`src/rtl/sound_scheduler.sv`:
```
// sound_scheduler
//   Arbitrates game sound events and sequences one shared tone generator.
//   Each event class (bad collision, good collision, direction change) has
//   one pending flag. Grants go by fixed priority bad > good > move. Every
//   tone is followed by a silent gap. A pending bad collision preempts a
//   lower-priority tone that is already playing.
//
// Ports
//   clk        system clock
//   nRst       asynchronous active-low reset
//   mode_i     sound enable (1 = on, 0 = muted; mute discards all events)
//   goodColl   good-collision level
//   badColl    bad-collision level
//   direction  one-hot snake direction, 4'b0000 = none
//   playSound  tone generator enable (registered)
//   tone_sel   00 none, 01 move, 10 good, 11 bad (registered)
//   busy       high while not idle or while any event is pending
module sound_scheduler #(
  parameter int                CNT_W       = 16,
  parameter logic [CNT_W-1:0]  BAD_CYCLES  = 16'd4000,
  parameter logic [CNT_W-1:0]  GOOD_CYCLES = 16'd2000,
  parameter logic [CNT_W-1:0]  MOVE_CYCLES = 16'd500,
  parameter logic [CNT_W-1:0]  GAP_CYCLES  = 16'd200
) (
  input  logic       clk,
  input  logic       nRst,
  input  logic       mode_i,
  input  logic       goodColl,
  input  logic       badColl,
  input  logic [3:0] direction,
  output logic       playSound,
  output logic [1:0] tone_sel,
  output logic       busy
);

  localparam logic [1:0] IDLE = 2'd0;
  localparam logic [1:0] PLAY = 2'd1;
  localparam logic [1:0] GAP  = 2'd2;

  localparam logic [1:0] TONE_NONE = 2'b00;
  localparam logic [1:0] TONE_MOVE = 2'b01;
  localparam logic [1:0] TONE_GOOD = 2'b10;
  localparam logic [1:0] TONE_BAD  = 2'b11;

  localparam logic [CNT_W-1:0] ONE = {{(CNT_W-1){1'b0}}, 1'b1};

  logic [1:0]       state, state_n;
  logic [CNT_W-1:0] cnt, cnt_n;
  logic             play_n;
  logic [1:0]       tone_n;

  logic             goodColl_q, badColl_q;
  logic [3:0]       dir_q;
  logic             pend_bad, pend_good, pend_move;
  logic             ev_bad, ev_good, ev_move;
  logic             clr_bad, clr_good, clr_move;
  logic             any_pend;

  // A held level gives one event: only a rise (or a new non-zero direction)
  // relative to the previous sample counts.
  assign ev_bad   = badColl & ~badColl_q;
  assign ev_good  = goodColl & ~goodColl_q;
  assign ev_move  = (direction != 4'b0000) && (direction != dir_q);
  assign any_pend = pend_bad | pend_good | pend_move;
  assign busy     = (state != IDLE) | any_pend;

  always_comb begin
    state_n  = state;
    cnt_n    = cnt;
    play_n   = playSound;
    tone_n   = tone_sel;
    clr_bad  = 1'b0;
    clr_good = 1'b0;
    clr_move = 1'b0;
    case (state)
      IDLE: begin
        play_n = 1'b0;
        tone_n = TONE_NONE;
        if (mode_i && any_pend) begin
          state_n = PLAY;
          play_n  = 1'b1;
          if (pend_bad) begin
            tone_n  = TONE_BAD;
            cnt_n   = BAD_CYCLES - ONE;
            clr_bad = 1'b1;
          end else if (pend_good) begin
            tone_n   = TONE_GOOD;
            cnt_n    = GOOD_CYCLES - ONE;
            clr_good = 1'b1;
          end else begin
            tone_n   = TONE_MOVE;
            cnt_n    = MOVE_CYCLES - ONE;
            clr_move = 1'b1;
          end
        end
      end
      PLAY: begin
        if (!mode_i) begin
          state_n = IDLE;
          play_n  = 1'b0;
          tone_n  = TONE_NONE;
        end else if (pend_bad && (tone_sel != TONE_BAD)) begin
          // Preempted tone is dropped, never re-queued.
          tone_n  = TONE_BAD;
          cnt_n   = BAD_CYCLES - ONE;
          clr_bad = 1'b1;
        end else if (cnt == '0) begin
          state_n = GAP;
          cnt_n   = GAP_CYCLES - ONE;
          play_n  = 1'b0;
          tone_n  = TONE_NONE;
        end else begin
          cnt_n = cnt - ONE;
        end
      end
      GAP: begin
        play_n = 1'b0;
        tone_n = TONE_NONE;
        if (!mode_i || (cnt == '0)) begin
          state_n = IDLE;
        end else begin
          cnt_n = cnt - ONE;
        end
      end
      default: begin
        state_n = IDLE;
        play_n  = 1'b0;
        tone_n  = TONE_NONE;
      end
    endcase
  end

  always_ff @(posedge clk or negedge nRst) begin
    if (!nRst) begin
      state      <= IDLE;
      cnt        <= '0;
      playSound  <= 1'b0;
      tone_sel   <= TONE_NONE;
      goodColl_q <= 1'b0;
      badColl_q  <= 1'b0;
      dir_q      <= 4'b0000;
      pend_bad   <= 1'b0;
      pend_good  <= 1'b0;
      pend_move  <= 1'b0;
    end else begin
      state      <= state_n;
      cnt        <= cnt_n;
      playSound  <= play_n;
      tone_sel   <= tone_n;
      goodColl_q <= goodColl;
      badColl_q  <= badColl;
      dir_q      <= direction;
      // A fresh event on the grant edge re-arms its flag as a new request.
      if (!mode_i) begin
        pend_bad  <= 1'b0;
        pend_good <= 1'b0;
        pend_move <= 1'b0;
      end else begin
        pend_bad  <= (pend_bad  & ~clr_bad)  | ev_bad;
        pend_good <= (pend_good & ~clr_good) | ev_good;
        pend_move <= (pend_move & ~clr_move) | ev_move;
      end
    end
  end

endmodule

```
`config.mk`:
```
export PLATFORM = sky130hd
export DESIGN_NAME = sound_scheduler
export DESIGN_NICKNAME = d
export VERILOG_FILES = /design/src/rtl/sound_scheduler.sv
export SDC_FILE = /design/constraint.sdc
export NUM_CORES = 1
export LEC_CHECK = 0
export BUFFER_PORTS_ARGS = -buffer_cell sky130_fd_sc_hd__buf_2
export CELL_PAD_IN_SITES_DETAIL_PLACEMENT = 0
export CELL_PAD_IN_SITES_GLOBAL_PLACEMENT = 1
export CORE_MARGIN = 3
export CORE_UTILIZATION = 50
export CTS_CLUSTER_SIZE = 20
export DETAILED_ROUTE_END_ITERATION = 10
export HOLD_SLACK_MARGIN = 0.08
export PLACE_DENSITY_LB_ADDON = 0.1
export SYNTH_ARGS = -nofsm -noshare
export SYNTH_HDL_FRONTEND = slang
export SYNTH_SLANG_ARGS = --single-unit
```
`constraint.sdc`:
```
create_clock -name clk -period 6 [get_ports clk]
set_input_delay 0.9 -clock clk [delete_from_list [all_inputs] [get_ports clk]]
set_output_delay 0.9 -clock clk [all_outputs]
set_load 0.02 [all_outputs]
```
==> summary.md, run 1 <==
| Metric | Value |
|---|---|
| Outcome | completed |
| Syn Nets | 204 |
| Static leakage | approximately 0.81 nW |
| Main synth FF type | dfrtp_1 |
| Ys Warns | 0 |
| Tmin final | 2.79 ns |
| Area growth, synth to finish | 6.81% |
| Detailed placement HPWL | 2880 um |
| Yosys reg bits | 30 |
| Critical Path RT | 6.23 ns |
| Tightest Pin Transition | between 0.7 and 0.8 ns |
| Async SR Flop Fraction | 100% |
| WP data arrival | 3.02 ns |
| Hold Path Class | reg2reg |
| CP startpoint kind | flip-flop |
| Netlist cell types | 54 |
| Core area | 0.00342 mm2 |
| Final Util | 56.8% |
| TritonCTS clock tree | built |
| CP Capture Type | flip-flop |
| Pre-Repair DR Iteration Count | 4 |
| Pin count of the biggest net entering global routing | 31 |
| Fin crit share | 46.5% |
| Clock Path Buffers | 2 |
| Clock-pin transition on the worst setup and hold timing paths | 0.10 ns |
| Synth area leaders | dfrtp_1 41%, o31ai_1 4.5%, ha_1 4.1%, o21ai_0 4.1%, a21oi_1 3.3% |
| Nets | between 200 and 250 |
| Min Hold Slack | about 0.49 ns |
| Peak supply drop | ~0.19 mV |
| RSZ-0062 raised after global routing | no |
| Remaining DRCs | 0 |
| Via count | 1,565 |
| Port bufs | 12 |
| CTS buffer count | 5 |
| Crit path buf inv count | 1 |
| Vias per inst | 6.34 |
| CTS Hold Bufs | 0 |
| Vias in the first global route | 1,531 |
| H-tree levels | 2 |
| IO Pins | 13 |
| Fmax | 358 MHz |
| Final slew viol count | 0 |
| # diodes | 0 |
| Initial Util | 53.2% |
| Reg2reg end | cnt[3] |
| Crit Path Max Fanout | 17 |
| Post-CTS Resized | 0 |
| CTS root buffer | clkbuf_4 |
| Design Area, Final | 0.00194 mm2 |
| Mapped Avg Cell Area | 9.62 um2 |
| Routed length per instance | 16.3 um |
| DR iter-0 viols | 128 |
| Routability cong. | 0.835 |
| Critical Path Source | cnt[0] |
| Final Hold Fails | 0 |
| First-pass GRT wire length | between 7000 and 8000 um |
| Leading area contributor after synthesis | dfrtp_1 |
| Hold path start | badColl_q |
| Final WL | 4030 um |
| Total Power | 788 uW |
| Die Area | between 0.004 and 0.005 mm2 |
| Post-CTS Setup Bufs | 0 |
| Cells after Synth | 189 |
| R2R Setup Slk | roughly 3.2 ns |
| Post-route ant nets | 0 |
| Power Density | 406 mW/mm2 |
| Final Skew | 0.0150 ns |
| Slew headroom | 47.1% |
| Hold path endpoint | pend_bad |
| Overflow after GRT | 0 |
| Die X | 66.3 um |
| Worst-path cell chain | inv_1, ha_1, nor4b_1, nand4_1, o211ai_2, nor2_1, a22o_2 |
| GRT Total Usage | 21.0% |
| Slowest cell on crit path | o211ai_2 |
| CP top delay family | compound AO/OA/AOI/OAI gates |
| Placed inst area | 0.00189 mm2 |
| Final setup fails | 0 |
| WHS Path Cells | 2 |
| Number of flops mapped to enable cells by yosys | 0 |
| Biggest cell delay along the critical path | around 0.71 ns |
| Mapped Area | 0.00182 mm2 |
| CTS Sinks | 30 |
| Die Height | 66.3 um |
| Fin Setup TNS | 0 ns |
| Register-to-Register Path Depth | 7 |
| CP Class | reg2reg |
| Initial antenna violation count | 0 |
| Ratio of cells with drive above 1 in the final layout | 16.9% |
| Max cap viols | 0 |
| Worst r2r src | cnt[0] |
| Clk_lat worst skew | between 0.3 and 0.4 ns |
| Post-synthesis sequential area ratio | 41.3% |
| Share of the synthesized area in the top cell type | about two fifths |
| Row count | 21 |
worst reg2reg max path, delay by kind of cell (launching register included):
kind                     cells  cell delay (ns)
AO/OA/AOI/OAI                2             0.99
AND/OR/NAND/NOR              3             0.97
flip-flops                   1             0.43
adder cells (fa/ha/maj)      1             0.17
buffers and inverters        1             0.12
layout by cell type (no fill, tap or decap), types with 5 or more instances in the layout:
cell	n
ha_1	6
dfrtp_1	30
nor3_1	9
or3_1	5
buf_2	12
o31ai_1	11
clkbuf_4	5
a22o_1	5
nor2_1	11
nand2_1	6
inv_1	9
o21ai_0	15
a21oi_1	12
flip-flops by register name, summed over array words and instances (netlist names):
signal and flops:
tone_sel 2, pend_good 1, badColl_q 1, playSound 1
pend_move 1, cnt 16, goodColl_q 1, pend_bad 1
state 2, dir_q 4
metal layers:
layer  vias to the layer above  global-route usage [%]  part of all wire [%]
met3                         9                    4.08                   5.0
met2                        39                    33.5                    47
met5                         -                       0                     0
li1                        755                       -                     -
met1                       762                    27.8                    46
met4                         0                    8.63                   1.7
cells by family (layout without fill, tap and decap cells):
group	Yosys count	count (layout)	synth area share (%)
compound gates	77	77	29.7
xor+xnor	4	4	1.93
fa+ha+maj	6	6	4.13
buf+inv	16	28	4.13
flops	30	30	41.3
mux	1	1	0.619
simple gates	55	55	18.2
metrics by stage:
stage / worst slack (ns) / cells
floorplan: 3.80 / 189
global placement: 3.30 / 240
CTS: 3.23 / 247
global route: 2.92 / 247
finish: 3.21 / 247
detailed placement: 3.27 / 240
worst max path at each step:
stage	slack (ns)	to	cells past startpoint
final	3.21	cnt[3]	7
after global routing	2.92	cnt[3]	7
after CTS	3.23	cnt[3]	7
after detailed placement	3.27	cnt[3]	7
after global placement	3.30	cnt[3]	7
after floorplan	3.80	cnt[12]	5
synth_stat cells, drive strengths merged, types with 2 or more instances:
library cell,n
clkbuf,3
a21boi,4
xnor2,4
or3,7
nand3,2
nand3b,2
o22ai,2
a22oi,4
ha,6
nand2b,4
buf,4
a22o,7
o211a,2
inv,9
o41ai,3
nor2,11
nand2,6
o211ai,4
dfrtp,30
o21ai,17
a31oi,3
nor4,3
a21oi,13
o31ai,11
nor3,9
or4,3
final cells by class:
cell class | count | area [um2]
clock buffers | 5 | 37.5
clock inverters | 2 | 10.0
fillers | 309 | 1470
inverters | 9 | 33.8
multi-input cells | 143 | 992
flip-flops and latches | 30 | 751
well taps | 46 | 57.6
repair buffers | 12 | 60.1
where the power goes:
part	internal [mW]	switching [mW]	total, mW	leakage [nW]
clock network	0.0420	0.0706	0.113	0.0308
registers	0.255	0.0631	0.318	0.370
logic	0.141	0.217	0.358	0.407
total	0.438	0.351	0.788	0.808
Note: power is estimated with default switching activity, not from simulation.
==> run 2, diff against run 1 <==
--- a/config.mk
+++ b/config.mk
@@ -9,7 +9,7 @@
 export CELL_PAD_IN_SITES_DETAIL_PLACEMENT = 0
 export CELL_PAD_IN_SITES_GLOBAL_PLACEMENT = 1
 export CORE_MARGIN = 3
-export CORE_UTILIZATION = 50
+export CORE_UTILIZATION = 42
 export CTS_CLUSTER_SIZE = 20
 export DETAILED_ROUTE_END_ITERATION = 10
 export HOLD_SLACK_MARGIN = 0.08
==> constraint.sdc (replaced) <==
create_clock -name clk -period 2.53 [get_ports clk]
set_input_delay 0.3795 -clock clk [delete_from_list [all_inputs] [get_ports clk]]
set_output_delay 0.3795 -clock clk [all_outputs]
set_load 0.02 [all_outputs]
==> summary.md, run 2 (synthesis results as in run 1) <==
| Metric | Value |
|---|---|
| Final slew viol count | 0 |
| Post-CTS Resized | 0 |
| Slew headroom | between 50% and 60% |
| Crit path buf inv count | 2 |
| CP startpoint kind | flip-flop |
| Ratio of cells with drive above 1 in the final layout | 20.0% |
| Vias per inst | 6.09 |
| Die Area | around 0.005 mm2 |
| Post-CTS Setup Bufs | 0 |
| Area growth, synth to finish | 12.8% |
| Hold Path Class | in2async |
| CP Capture Type | flip-flop |
| IO Pins | 13 |
| H-tree levels | 2 |
| Remaining DRCs | 0 |
| CTS Sinks | 30 |
| # diodes | 0 |
| Worst-path cell chain | inv_1, ha_1, nor4b_1, nand4_1, buf_4, o211a_1, o211a_1, a21oi_1 |
| Port bufs | 12 |
| Reg area | around 750 um2 |
| Detailed placement HPWL | 3180 um |
| Static leakage | 0.865 nW |
| Fin Setup TNS | 0 ns |
| Pin count of the biggest net entering global routing | 31 |
| Overflow after GRT | 0 |
| Die Height | between 70 and 80 um |
| Final setup fails | 0 |
| Final Hold Fails | 0 |
| Commonest non-fill, non-tap cells in the layout | 30 x dfrtp_1, 15 x o21ai_0, 12 x a21oi_1, 12 x buf_2 |
| Outcome | completed |
| Number of flip-flops in the largest register | 16 |
| Routed length per instance | 16.5 um |
| CTS Hold Bufs | 0 |
| Vias in the first global route | roughly 1,600 |
| Power Density | 1010 mW/mm2 |
| Fin crit share | 91.3% |
| Clk_lat worst skew | 0.28 ns |
| Commonest non-fill, non-tap cell in the layout | dfrtp_1 |
| CTS buffer count | 5 |
| Initial Util | between 40 and 50% |
| Most used cell, CP | o211a_1 |
| Post-route ant nets | 0 |
| DR iter-0 viols | 102 |
| Post-Layout Cell Count | 260 |
| Crit Path Max Fanout | 12 |
| Via count | 1,584 |
| Initial antenna violation count | 0 |
| Peak supply drop | 0.386 mV |
| Nets | 224 |
| WP data arrival | ~2.5 ns |
| Tmin final | 2.31 ns |
| Max cap viols | 0 |
| RSZ-0062 raised after global routing | no |
| CP Class | reg2reg |
| Pre-Repair DR Iteration Count | 4 |
| First-pass GRT wire length | 7430 um |
| GRT Total Usage | between 15 and 20% |
| Clock Path Buffers | 2 |
| Final WL | roughly 4300 um |
| Row count | 23 |
| TritonCTS clock tree | built |
| Placed Cells | 252 |
| Min Hold Slack | 0.135 ns |
| Tightest Pin Transition | 0.681 ns |
| Largest registers | cnt: 16 flops, dir_q: 4 flops |
| Core area | 0.00409 mm2 |
| Slowest cell on crit path | dfrtp_1 |
| CTS root buffer | clkbuf_8 |
| Biggest cell delay along the critical path | between 0.4 and 0.5 ns |
| Routability cong. | 1.02 |
| Fmax | 433 MHz |
| CP top delay family | compound AO/OA/AOI/OAI gates |
| Most flop-heavy register | cnt |
| Final Skew | 0.00506 ns |
| Critical Path RT | roughly 2.7 ns |
| Clock-pin transition on the worst setup and hold timing paths | 0.06 ns |
| Multi-input logic area | 992 um2 |
| # fillers | 389 |
| Die X | 71.8 um |
run 2: cell count changes in the layout (fill, tap and decap cells not counted), sizes merged:
cell | before | now
clkbuf | 5 | 7
buf | 12 | 20
clkinv | 2 | 1
run 2: per-stage QoR:
step / total power [mW] / setup slack [ns] / instance area (um2) / util (%)
2_1_floorplan: 1.41 / 0.415 / 1820 / -
3_5_place_dp: 1.68 / 0.251 / 1960 / 47.9
4_1_cts: 2.09 / 0.223 / 2050 / 50.2
5_1_grt: 2.24 / 0.0452 / 2050 / 50.2
6_report: 2.07 / 0.220 / 2050 / 50.2
3_3_place_gp: 1.65 / 0.311 / 1960 / 47.9
run 2: power breakdown:
part           switching, mW  internal [mW]
combinational          0.540          0.383
clock                  0.179          0.219
sequential             0.146          0.606
total                  0.865           1.21
run 2: worst paths after layout:
path | from | endpoint | slack, ns | depth (start not counted)
hold reg to reg | goodColl_q | pend_good | 0.50 | 2
max in group asynchronous | nRst | dir_q[1] | 1.95 | 1
min in group clk | badColl | badColl_q | 0.22 | 1
hold / removal | nRst | cnt[9] | 0.14 | 1
setup reg to reg | cnt[0] | cnt[0] | 0.22 | 8
setup / recovery | cnt[0] | cnt[0] | 0.22 | 8
run 2: cell type report:
class                           instances  area share (%)
Multi-Input combinational cell        143            48.4
Clock inverter                          1           0.244
Tap cell                               50            3.05
Clock buffer                            7            4.21
Timing Repair Buffer                   20            5.86
Sequential cell                        30            36.6
Inverter                                9            1.65
run 2: layer usage:
metal	up-vias	routed length, um	GRT usage, %
li1	772	-	-
met1	754	1920	22.8
met2	49	2130	30.3
met3	9	194	5.05
met4	0	58	7.93
met5	-	0	0
